File: src/rtl/mips_pkg.sv
// ---------------------------------------------------------------------------
// mips_pkg
//   Shared types for the register-file writeback path.
//   - wb_state_e : writeback arbiter state (2 bits)
//   - wb_req_t   : one register-file write request {addr, data}
//   - REG_ZERO   : architectural zero register; writes to it are dropped
//
// The request struct is sized by WB_ADDR_W / WB_DATA_W. The arbiter's
// ADDR_SIZE / WORD_SIZE parameters default to these, so keep them in step if
// either is changed.
// ---------------------------------------------------------------------------
package mips_pkg;

    localparam int WB_ADDR_W = 5;
    localparam int WB_DATA_W = 32;

    // IDLE : holding buffer empty, aux may be accepted
    // HELD : holding buffer full, pipeline still has priority
    // FORCE: holding buffer full, pipeline stalled for one cycle to drain it
    typedef enum logic [1:0] {
        WB_IDLE  = 2'd0,
        WB_HELD  = 2'd1,
        WB_FORCE = 2'd2
    } wb_state_e;

    typedef struct packed {
        logic [WB_ADDR_W-1:0] addr;
        logic [WB_DATA_W-1:0] data;
    } wb_req_t;

    localparam logic [WB_ADDR_W-1:0] REG_ZERO = '0;

    // True when a grant to this address must actually raise the write enable.
    function automatic logic wb_writes_rf(input logic [WB_ADDR_W-1:0] addr);
        return addr != REG_ZERO;
    endfunction

endpackage : mips_pkg

File: src/rtl/wb_hold_buf.sv
// ---------------------------------------------------------------------------
// wb_hold_buf
//   One-entry holding register for an aux writeback that lost arbitration.
//   load has priority over clear; a load while full overwrites the entry
//   (the arbiter never does that, it only loads from IDLE).
//
// Ports
//   clk    in   clock, rising edge
//   rst    in   synchronous reset, active-high (empties the entry)
//   load   in   capture req into the entry and mark it valid
//   clear  in   mark the entry empty (contents kept, they are don't-care)
//   req    in   request to capture
//   valid  out  entry holds a request
//   entry  out  held request
// ---------------------------------------------------------------------------
module wb_hold_buf
    import mips_pkg::*;
(
    input  logic    clk,
    input  logic    rst,
    input  logic    load,
    input  logic    clear,
    input  wb_req_t req,
    output logic    valid,
    output wb_req_t entry
);

    always_ff @(posedge clk) begin
        if (rst) begin
            valid <= 1'b0;
            entry <= '0;
        end else if (load) begin
            valid <= 1'b1;
            entry <= req;
        end else if (clear) begin
            valid <= 1'b0;
        end
    end

endmodule : wb_hold_buf

File: src/rtl/wb_arbiter.sv
// ---------------------------------------------------------------------------
// wb_arbiter
//   Owns the single register-file write port and shares it between the
//   in-order pipeline writeback and the long-latency aux unit (mul/div).
//   The pipeline has priority; a losing aux result waits in a one-entry
//   holding buffer. After STARVE_MAX consecutive pipeline writes while the
//   buffer is full, the pipeline is stalled for one cycle so the buffer drains.
//
// Handshakes
//   aux side : an aux result transfers on a cycle where aux_valid && aux_ready.
//              aux_ready depends on state only, so at most one aux result is
//              accepted per cycle and it never depends on aux_valid.
//   pipe side: there is no backpressure other than pipe_stall. When pipe_stall
//              is 1 the offered pipe_* is ignored and must be re-presented.
//
// Parameters
//   ADDR_SIZE   register address width (default 5)
//   WORD_SIZE   register data width (default 32)
//   STARVE_MAX  consecutive denied cycles before aux is force-granted (>=1)
//
// Ports
//   clk, rst                 clock / synchronous active-high reset
//   pipe_valid/addr/data     pipeline writeback request
//   pipe_stall               pipeline must hold its writeback this cycle
//   aux_valid/addr/data      aux result offered
//   aux_ready                aux result accepted when valid && ready
//   rf_we/addr/data          registered register-file write port
//   pend_valid/pend_addr     (only with WB_ARB_HAZARD_EN) an aux result is
//                            outstanding for pend_addr; used by decode to
//                            block readers of that register
//
// Configuration macro: WB_ARB_HAZARD_EN adds the pend_valid / pend_addr ports.
//
// A grant reaches rf_* on the next rising edge. Grants to register 0 still
// complete (buffer freed, handshake done) and update rf_addr/rf_data, but
// rf_we stays 0. Same-address ordering between pipe and aux is not checked
// here; the hazard unit must not issue a pipe write to a register with an aux
// result outstanding.
// ---------------------------------------------------------------------------
module wb_arbiter
    import mips_pkg::*;
#(
    parameter int ADDR_SIZE  = WB_ADDR_W,
    parameter int WORD_SIZE  = WB_DATA_W,
    parameter int STARVE_MAX = 4
) (
    input  logic                 clk,
    input  logic                 rst,
    input  logic                 pipe_valid,
    input  logic [ADDR_SIZE-1:0] pipe_addr,
    input  logic [WORD_SIZE-1:0] pipe_data,
    output logic                 pipe_stall,
    input  logic                 aux_valid,
    output logic                 aux_ready,
    input  logic [ADDR_SIZE-1:0] aux_addr,
    input  logic [WORD_SIZE-1:0] aux_data,
    output logic                 rf_we,
    output logic [ADDR_SIZE-1:0] rf_addr,
`ifdef WB_ARB_HAZARD_EN
    output logic [WORD_SIZE-1:0] rf_data,
    output logic                 pend_valid,
    output logic [ADDR_SIZE-1:0] pend_addr
`else
    output logic [WORD_SIZE-1:0] rf_data
`endif
);

    // The counter must be able to hold STARVE_MAX itself (value while in FORCE).
    localparam int CNT_W = (STARVE_MAX < 2) ? 1 : $clog2(STARVE_MAX + 1);
    localparam logic [CNT_W-1:0] CNT_LAST = CNT_W'(STARVE_MAX - 1);

    wb_state_e       state;
    wb_state_e       state_nxt;
    logic [CNT_W-1:0] starve_cnt;
    logic [CNT_W-1:0] starve_cnt_nxt;

    wb_req_t pipe_req;
    wb_req_t aux_req;
    wb_req_t buf_entry;
    logic    buf_valid;
    logic    buf_load;
    logic    buf_clear;

    logic    grant;
    wb_req_t grant_req;

    assign pipe_req = '{addr: pipe_addr, data: pipe_data};
    assign aux_req  = '{addr: aux_addr,  data: aux_data};

    // Both are pure decodes of the state register, so neither has a
    // combinational path from any input.
    assign aux_ready  = (state == WB_IDLE);
    assign pipe_stall = (state == WB_FORCE);

    wb_hold_buf u_hold_buf (
        .clk   (clk),
        .rst   (rst),
        .load  (buf_load),
        .clear (buf_clear),
        .req   (aux_req),
        .valid (buf_valid),
        .entry (buf_entry)
    );

    // -----------------------------------------------------------------------
    // Grant selection and next-state decode
    // -----------------------------------------------------------------------
    always_comb begin
        grant          = 1'b0;
        grant_req      = pipe_req;
        buf_load       = 1'b0;
        buf_clear      = 1'b0;
        state_nxt      = state;
        starve_cnt_nxt = starve_cnt;

        unique case (state)
            WB_IDLE: begin
                if (pipe_valid) begin
                    grant     = 1'b1;
                    grant_req = pipe_req;
                    if (aux_valid) begin
                        // Aux loses this cycle; park it and start counting.
                        buf_load       = 1'b1;
                        starve_cnt_nxt = '0;
                        state_nxt      = WB_HELD;
                    end
                end else if (aux_valid) begin
                    // Port is free: aux goes straight through, no buffering.
                    grant     = 1'b1;
                    grant_req = aux_req;
                end
            end

            WB_HELD: begin
                if (!pipe_valid) begin
                    grant          = buf_valid;
                    grant_req      = buf_entry;
                    buf_clear      = 1'b1;
                    starve_cnt_nxt = '0;
                    state_nxt      = WB_IDLE;
                end else begin
                    grant          = 1'b1;
                    grant_req      = pipe_req;
                    starve_cnt_nxt = starve_cnt + 1'b1;
                    if (starve_cnt == CNT_LAST) begin
                        state_nxt = WB_FORCE;
                    end
                end
            end

            WB_FORCE: begin
                // Pipeline is stalled this cycle; pipe_* is ignored.
                grant          = buf_valid;
                grant_req      = buf_entry;
                buf_clear      = 1'b1;
                starve_cnt_nxt = '0;
                state_nxt      = WB_IDLE;
            end

            default: begin
                buf_clear      = 1'b1;
                starve_cnt_nxt = '0;
                state_nxt      = WB_IDLE;
            end
        endcase
    end

    // -----------------------------------------------------------------------
    // FSM, starvation counter and registered write port
    // -----------------------------------------------------------------------
    always_ff @(posedge clk) begin
        if (rst) begin
            state      <= WB_IDLE;
            starve_cnt <= '0;
            rf_we      <= 1'b0;
            rf_addr    <= '0;
            rf_data    <= '0;
        end else begin
            state      <= state_nxt;
            starve_cnt <= starve_cnt_nxt;
            rf_we      <= grant && wb_writes_rf(grant_req.addr);
            // Without a grant the address/data hold their last values.
            if (grant) begin
                rf_addr <= grant_req.addr;
                rf_data <= grant_req.data;
            end
        end
    end

`ifdef WB_ARB_HAZARD_EN
    // A pending aux write to register 0 never lands, so it is not a hazard.
    assign pend_valid = (state != WB_IDLE) && wb_writes_rf(buf_entry.addr);
    assign pend_addr  = buf_entry.addr;
`endif

endmodule : wb_arbiter

File: config.mk
export PLATFORM = sky130hd
export DESIGN_NAME = wb_arbiter
export DESIGN_NICKNAME = d
export VERILOG_FILES = /design/src/rtl/mips_pkg.sv /design/src/rtl/wb_hold_buf.sv /design/src/rtl/wb_arbiter.sv
export SDC_FILE = /design/constraint.sdc
export NUM_CORES = 1
export LEC_CHECK = 0
export BUFFER_PORTS_ARGS = -buffer_cell sky130_fd_sc_hd__clkbuf_2
export CAP_MARGIN = 20
export CORE_UTILIZATION = 36
export DETAILED_ROUTE_END_ITERATION = 10
export MAX_ROUTING_LAYER = met4
export RECOVER_POWER = 100
export SYNTH_ARGS = -nofsm -noshare
export SYNTH_HDL_FRONTEND = slang
export SYNTH_SLANG_ARGS = --single-unit
File: constraint.sdc
create_clock -name clk -period 2.35 [get_ports clk]
set_input_delay 0.47 -clock clk [delete_from_list [all_inputs] [get_ports clk]]
set_output_delay 0.47 -clock clk [all_outputs]
set_load 0.03 [all_outputs]
# Word-level counts from Yosys, hierarchy flattened
# Index checks and enable logic that the tools add are counted.
# totals
n_memories	0
input_bits	78
ram_bits	0
latch_bits	0
out_inout_bits	40
mem_bits_ro	0
word_cells	44
reg_bits	81
# classes
n_eq_ne	6
bitwise	0
muxes	23
add_sub_neg	1
n_div	0
order_cmp	0
n_shift	0
reduce_logical	6
n_mul	0
# ops
operator	count
2-to-1 mux 37 bit	3
one-hot mux 37 bit (3 select lines)	1
2-to-1 mux 3 bit	3
2-to-1 mux 1 bit	8
2-to-1 mux 2 bit	4
one-hot mux 3 bit (2 select lines)	1
nonzero test 5 bit	1
!= test 2 bit (second input constant)	2
one-hot mux 2 bit (2 select lines)	1
adder 3 x 1 -> 3 bit (second input constant)	1
== test 3 x 2 -> 1 bit (second input constant)	1
!= test 3 bit (second input constant)	1
one-hot mux 1 bit (3 select lines)	1
AND reduction 3 bit	1
== test 2 x 1 -> 1 bit (second input constant)	1
== test 2 bit (second input constant)	1
logical NOT 2 bit	1
one-hot mux 1 bit (2 select lines)	1
AND reduction 2 bit	1
nonzero test 2 bit	1
logical AND 1 bit	1

# Depth between registers and ports, before layout
# Gate-level depths: netlist (run 1).
# logic_depth
ltp_word	5
mapped_depth	7
ltp_nobuf	5

# By module
# From an unflattened synthesis (run 1), not the netlist that was laid out.
# unflattened
cells_unflattened	377
hier_area_um2	3662.3
# modules_own_cells
module	instances	seq_area_each_um2	cells_per_inst	area_each_um2
wb_arbiter	1	860.8	254	2301.0
wb_hold_buf	1	760.7	123	1361.3

# Worst setup path after synthesis (run 1)
# OpenSTA, ideal clock, no wires.
# synth_path
path_type	register -> register
start	register state[0]
end	register u_hold_buf.entry[10] (netlist bit)
slack_ns	0.489
period_less_slack_ns	1.861
arrival_time_ns	1.729
setup_time_ns	0.132
t_required_ns	2.218
path_stages_with_launch	8
path_buffers	3
cell_sequence	dfxtp_1 > buf_2 > buf_2 > nor2_1 > nand3_2 > buf_2 > nand2_1 > a21oi_1
# synth_via
elab_chain_len	2
# synth_rtl
element	line_no	rtl
from (decl)	wb_arbiter.sv:72	wb_state_e state;
from (signal assigned)	wb_arbiter.sv:179	state <= state_nxt;
logical NOT 2 bit	--	
net aux_ready	wb_arbiter.sv:54	output logic aux_ready,
2-to-1 mux 1 bit	wb_arbiter.sv:116	unique case (state)
to (signal assigned)	wb_hold_buf.sv:34	entry <= req;
to (decl)	wb_hold_buf.sv:25	output wb_req_t entry
# The timed path passes the listed nets, and every way through them passes these cells.
# A chain may end at the register's enable or synchronous reset.

# Worst setup path after layout (run 1)
# layout_path
start	register state[1]
end	output pipe_stall
# layout_via
elab_chain_len	1
# layout_rtl
element	line_no	rtl
== test 2 bit	wb_arbiter.sv:93	assign pipe_stall = (state == WB_FORCE);
to (decl)	wb_arbiter.sv:52	output logic pipe_stall,
# Every way passes these cells.

==> impl_metrics.json, run 1 <==
{
  "synthesis.area_sq_um": 3610,
  "area.growth.synth_to_final_pct": 21.7,
  "dr.pass1.iters": 6,
  "clk_pin_slew_ns": 0.09,
  "cts-resized-gates": 0,
  "dieWidth_um": 102,
  "clock_skew_ns": 0.0101,
  "ant_nets": 0,
  "postCtsHoldBufs": 0,
  "final_cell_mix": "nand2_1, dfxtp_1, clkbuf_2",
  "hold_violations": 0,
  "detailroute.via_count": 3594,
  "grt_max_degree": 47,
  "antenna_found_initial": 0,
  "cpPeakStageDelay_ns": 0.53,
  "overflow": 0,
  "synth_top_area_share_pct": 44.9,
  "gp_congestion": 0.860,
  "multi_input_area_sq_um": 1720,
  "drt_iter0_drc": 327,
  "drive_gt1_share_pct": 20.2,
  "cp_data_required_time_ns": 1.88,
  "power_frac_seq_pct": 47.6,
  "slew_headroom_pct": 53.7,
  "reg2reg_slack_ns": 0.26,
  "worst_hold_slack_ns": 0.348,
  "grt_first_pass_wirelength_um": 16100,
  "status": "complete, no violations",
  "reg2reg_from": "state[1]",
  "synth.net_count": 506,
  "core_area_sq_um": 9730,
  "ys_seq_elements": 81,
  "grt_usage_pct": 20.4,
  "drv_cap": 0,
  "synth_top_cell_by_area": "dfxtp_1",
  "power_mw": 3.18,
  "grt_pass1_vias": 3306,
  "reg2reg_depth": 6,
  "worst_ir_drop_vdd_mv": 0.296,
  "cp-end-kind": "primary output",
  "row_count": 36,
  "grt_setup_unrepaired": "false",
  "final.min_clock_period_ns": 2.10,
  "routed_wl_um": 9910,
  "p_sw_share_pct": 29.3,
  "max_freq_mhz": 476,
  "initial_core_util_pct": 37.1,
  "cp_max_fo": 7,
  "worstMarginPinSlew_ns": 0.692,
  "drv_slew": 0,
  "whs_endpoint": "u_hold_buf.entry[22]",
  "rr_endpoint": "u_hold_buf.entry[21]",
  "seqCellArea_sq_um": 1620,
  "drc": 0,
  "cts_tree": "done",
  "switchingPower_uw": 931,
  "vias_per_cell": 5.42,
  "io_pins": 118,
  "n_antenna_cell": 0,
  "numCtsBuffers": 9,
  "syn_inst": 426,
  "combPwrFrac_pct": 17.4,
  "worst_hold_path.num_cells": 3,
  "cts_max_path_buffers": 2,
  "start_kind": "flop",
  "finalCritPeriodShare_pct": 89.3,
  "wl_per_cell_um": 14.9,
  "synth_warnings": 0,
  "clkLatencyLatePin_ns": 0.35,
  "yosysUniqueCellTypes": 40,
  "final_common_cell": "nand2_1",
  "syn_area_per_cell_sq_um": 8.47,
  "fp.dieArea_sq_um": 10400,
  "cts.sinks": 81,
  "p_clk_share_pct": 35.0,
  "final.setup.tns_ns": 0,
  "dp_hpwl_um": 6630,
  "setup_viol_count_final": 0,
  "p_leak_nw": 1.79,
  "internal_power_mw": 2.25,
  "min_path_type": "in2reg",
  "crit_type": "reg2out",
  "fillerInstances": 1011,
  "cpMaxStageDelayCell": "dfxtp_1",
  "hp-start": "aux_data[22]",
  "root_buffer": "clkbuf_8",
  "post_cts_buffers": 0,
  "powerDensity_nw_per_um2": 724,
  "synthTopCellsByArea": "dfxtp_1, nand2_1, a222oi_1",
  "worstPathCellList": "nor2b_1 -> clkbuf_1",
  "final_nets": 606,
  "yosysSeqAreaShare_pct": 44.9,
  "htreeDepth": 3,
  "port_buffers": 117,
  "fp.dieH_um": 102,
  "arrival_ns": 1.63
}
[per-stage QoR]
step | std cells | utilization, % | setup WS, ns | instance area [sq um]
3_3_place_gp | 648 | 43.8 | 0.312 | 4260
5_1_grt | 663 | 45.2 | 0.119 | 4390
2_1_floorplan | 426 | - | 0.489 | 3610
6_report | 663 | 45.2 | 0.250 | 4390
3_5_place_dp | 648 | 43.8 | 0.300 | 4260
4_1_cts | 663 | 46.0 | 0.277 | 4470
[cells in the mapped netlist]
cell type and instances:
a22o_1 1, nor4b_4 1, buf_6 5, a211oi_1 34, o22ai_4 1, nor2b_1 7
dfxtp_1 81, and2_1 1, nor3_1 8, a31oi_1 2, buf_4 6, inv_1 4
o21ai_1 1, mux2i_1 1, nand2_1 86, a311oi_1 1, a2111oi_0 1, nand2b_1 2
buf_2 20, mux4_2 1, o211ai_1 1, o311a_1 1, a21o_1 1, nand3_1 2
nor3b_1 1, o22ai_1 1, a221oi_1 2, a21oi_1 44, o31ai_1 1, ha_1 2
nor2_1 51, nor4bb_1 2, nand3_2 1, and3_1 1, a222oi_1 32, clkbuf_1 9
nor3_4 1, o21ai_0 6, o22a_1 1, a22oi_1 2
[routing by layer]
metal	up-vias	global-route usage [%]	routed length, um
met5	-	-	0
met4	0	6.59	114
met3	10	3.63	730
met2	151	31.5	4670
met1	1676	26.8	4390
li1	1757	-	-
[logic make-up after synthesis]
logic type,count (synthesis),synth area share (%)
multiplexers,2,0.901
flip-flops,81,44.9
AND/OR/NAND/NOR,164,19.7
buffers and inverters,44,6.93
adder cells (fa/ha/maj),2,0.693
AO/OA/AOI/OAI,133,26.9
[worst max path at each step]
stage                    start              endpoint  slack (ns)  cells after the start
finish                state[1]            pipe_stall        0.25                      2
global route          state[1]  u_hold_buf.entry[15]        0.12                      6
CTS                   state[0]            rf_data[4]        0.28                      5
detailed placement  pipe_valid            rf_data[4]        0.30                      6
floorplan             state[0]  u_hold_buf.entry[10]        0.49                      7
global placement    pipe_valid            rf_addr[1]        0.31                      5
[critical path: cells and delay by family (launching register included)]
family	cells	cell delay (ns)
buf+inv	1	0.35
flops	1	0.53
simple gates	1	0.40
[final cells by class]
type,instances,share of cell area [%]
Multi-Input combinational cell,301,39.0
Sequential cell,81,36.9
Timing Repair Buffer,129,15.0
Tap cell,133,3.79
Clock buffer,9,2.82
Clock inverter,6,2.08
Inverter,4,0.342
[sequential cells by signal, indices dropped and copies added, names as in the netlist]
signal            flops
state                 2
rf_addr               5
starve_cnt            3
u_hold_buf.entry     37
rf_data              32
u_hold_buf.valid      1
rf_we                 1
[power by group through the flow]
stage          Clock (mW)  Combinational (mW)  Sequential (mW)
3_3_place_gp            0               0.568             1.54
6_report             1.11               0.552             1.51
4_1_cts              1.15               0.576             1.52
2_1_floorplan           0               0.269             1.65
3_5_place_dp            0               0.574             1.55
5_1_grt              1.21               0.611             1.53
(Power assumes the default switching activity.)
==> inputs of run 2 (changes only) <==
--- a/config.mk
+++ b/config.mk
@@ -7,10 +7,13 @@
 export LEC_CHECK = 0
 export BUFFER_PORTS_ARGS = -buffer_cell sky130_fd_sc_hd__clkbuf_2
 export CAP_MARGIN = 20
-export CORE_UTILIZATION = 36
+export CORE_UTILIZATION = 51
+export CTS_BUF_LIST = sky130_fd_sc_hd__clkbuf_2
 export DETAILED_ROUTE_END_ITERATION = 10
 export MAX_ROUTING_LAYER = met4
+export PLACE_DENSITY = 0.8
 export RECOVER_POWER = 100
+export SETUP_SLACK_MARGIN = 0.2
 export SYNTH_ARGS = -nofsm -noshare
 export SYNTH_HDL_FRONTEND = slang
 export SYNTH_SLANG_ARGS = --single-unit
==> run 2 against run 1 <==
Sequential cell count did not move. Combinational power rose by 2%. Critical path depth rose by 5. Count of clock-buffer cells in the layout did not move.
==> impl_metrics.json, run 2 (synthesis results as in run 1) <==
{
  "status": "complete, no violations",
  "setup_viol_count_final": 0,
  "drt_iter0_drc": 341,
  "top_regs": "u_hold_buf.entry x37, rf_data x32, rf_addr x5",
  "port_buffers": 117,
  "initial_core_util_pct": 52.8,
  "cp-end-kind": "flop",
  "top_register": "u_hold_buf.entry",
  "power_mw": 2.90,
  "cpPeakStageDelay_ns": 0.53,
  "final.min_clock_period_ns": 2.12,
  "dp_hpwl_um": 6470,
  "clkLatencyLatePin_ns": 0.52,
  "fin_util_pct": 63.2,
  "area.growth.synth_to_final_pct": 19.7,
  "postCtsHoldBufs": 0,
  "dieWidth_um": 86.1,
  "antenna_found_initial": 0,
  "numCtsBuffers": 9,
  "cp_max_fo": 14,
  "detailroute.via_count": 3647,
  "slew_headroom_pct": 44.3,
  "drv_slew": 0,
  "grt_first_pass_wirelength_um": 15100,
  "grt_setup_unrepaired": "true",
  "cp_data_required_time_ns": 2.80,
  "core_area_sq_um": 6830,
  "final_nets": 612,
  "drc": 0,
  "path_delay_family": "buffers and inverters",
  "cts_max_path_buffers": 2,
  "clock_skew_ns": 0.0178,
  "max_freq_mhz": 471,
  "final_cell_mix": "clkbuf_2, nand2_1, dfxtp_1",
  "seqCellArea_sq_um": 1620,
  "wl_per_cell_um": 15.3,
  "n_antenna_cell": 0,
  "powerDensity_nw_per_um2": 670,
  "ant_nets": 0,
  "cpMaxStageDelayCell": "clkbuf_1",
  "grt_pass1_vias": 3304,
  "fillerInstances": 640,
  "overflow": 0,
  "hold_violations": 0,
  "drive_gt1_share_pct": 22.1,
  "worstMarginPinSlew_ns": 0.835,
  "multi_input_area_sq_um": 1740,
  "routed_wl_um": 9660,
  "finalCritPeriodShare_pct": 90.3,
  "dr.pass1.iters": 6,
  "p_leak_nw": 1.78,
  "io_pins": 118,
  "grt_usage_pct": 26.4,
  "worst_ir_drop_vdd_mv": 0.456,
  "htreeDepth": 3,
  "row_count": 30,
  "finalWorstSetupSlack_ns": 0.229,
  "cts.sinks": 81,
  "cp_num_buf_inv": 2,
  "vias_per_cell": 5.78,
  "grt_max_degree": 55,
  "start_kind": "flop",
  "clk_pin_slew_ns": 0.22,
  "min_path_type": "in2reg",
  "root_buffer": "clkbuf_2",
  "fp.dieArea_sq_um": 7420,
  "crit_type": "reg2reg",
  "final.setup.tns_ns": 0,
  "fp.dieH_um": 86.1,
  "cts_tree": "done",
  "final_common_cell": "clkbuf_2",
  "drv_cap": 0,
  "arrival_ns": 2.57,
  "dp_slack_ns": 0.299,
  "largest_reg_flops": 37,
  "worstPathCellList": "buf_4 -> nor4b_4 -> clkbuf_1 -> o21ai_0 -> nand3_1 -> nor3_1 -> a311oi_1",
  "gp_congestion": 0.911
}
==> run 2: worst paths after layout <==
kind,startpoint,endpoint,slack [ns],cells past startpoint
setup / recovery,state[0],rf_we,0.23,7
hold / removal,aux_data[31],u_hold_buf.entry[31],0.15,3
setup reg to reg,state[0],rf_we,0.23,7
hold reg to reg,u_hold_buf.entry[9],u_hold_buf.entry[9],0.47,2
==> run 2: layout make-up <==
| cell class | count | area share [%] |
|---|---|---|
| multi-input combinational | 301 | 40.4 |
| clock buffer | 9 | 1.04 |
| tap | 96 | 2.78 |
| timing repair buffer | 135 | 16.0 |
| clock inverter | 5 | 1.88 |
| inverter | 4 | 0.348 |
| sequential | 81 | 37.6 |
==> run 2: repair_timing <==
| item | CTS | global route |
|---|---|---|
| gates resized for setup | 1 | 2 |
| buffers inserted | 0 | 0 |
| setup endpoints to repair | 2 | 2 |
==> run 2: metrics by stage <==
step | instances | hold WS, ns | area (sq um)
after global placement | 617 | 0.442 | 4260
final | 631 | 0.147 | 4320
after detailed placement | 617 | 0.446 | 4260
after global routing | 631 | 0.109 | 4320
after CTS | 631 | 0.109 | 4380
after floorplan | 426 | 0.436 | 3610
==> run 2: worst register-to-register path, delay by kind of cell, from the launching register on <==
family,cells,cell delay (ns)
and+or+nand+nor,3,0.45
AOI/OAI and AO/OA,2,0.42
buffers and inverters,2,0.75
DFF,1,0.44
==> run 2: per-layer routing <==
| layer | vias up | share of wire (%) | track usage [%] |
|---|---|---|---|
| met5 | - | 0 | - |
| met4 | 0 | 1.1 | 9.85 |
| met3 | 14 | 7.7 | 4.33 |
| met2 | 158 | 47 | 41.3 |
| met1 | 1700 | 44 | 34.3 |
| li1 | 1775 | - | - |
==> run 2: where the power goes <==
| part | switching (mW) | total (mW) | internal, mW |
|---|---|---|---|
| Clock | 0.471 | 0.814 | 0.342 |
| Sequential | 0.0507 | 1.52 | 1.47 |
| Combinational | 0.371 | 0.564 | 0.193 |
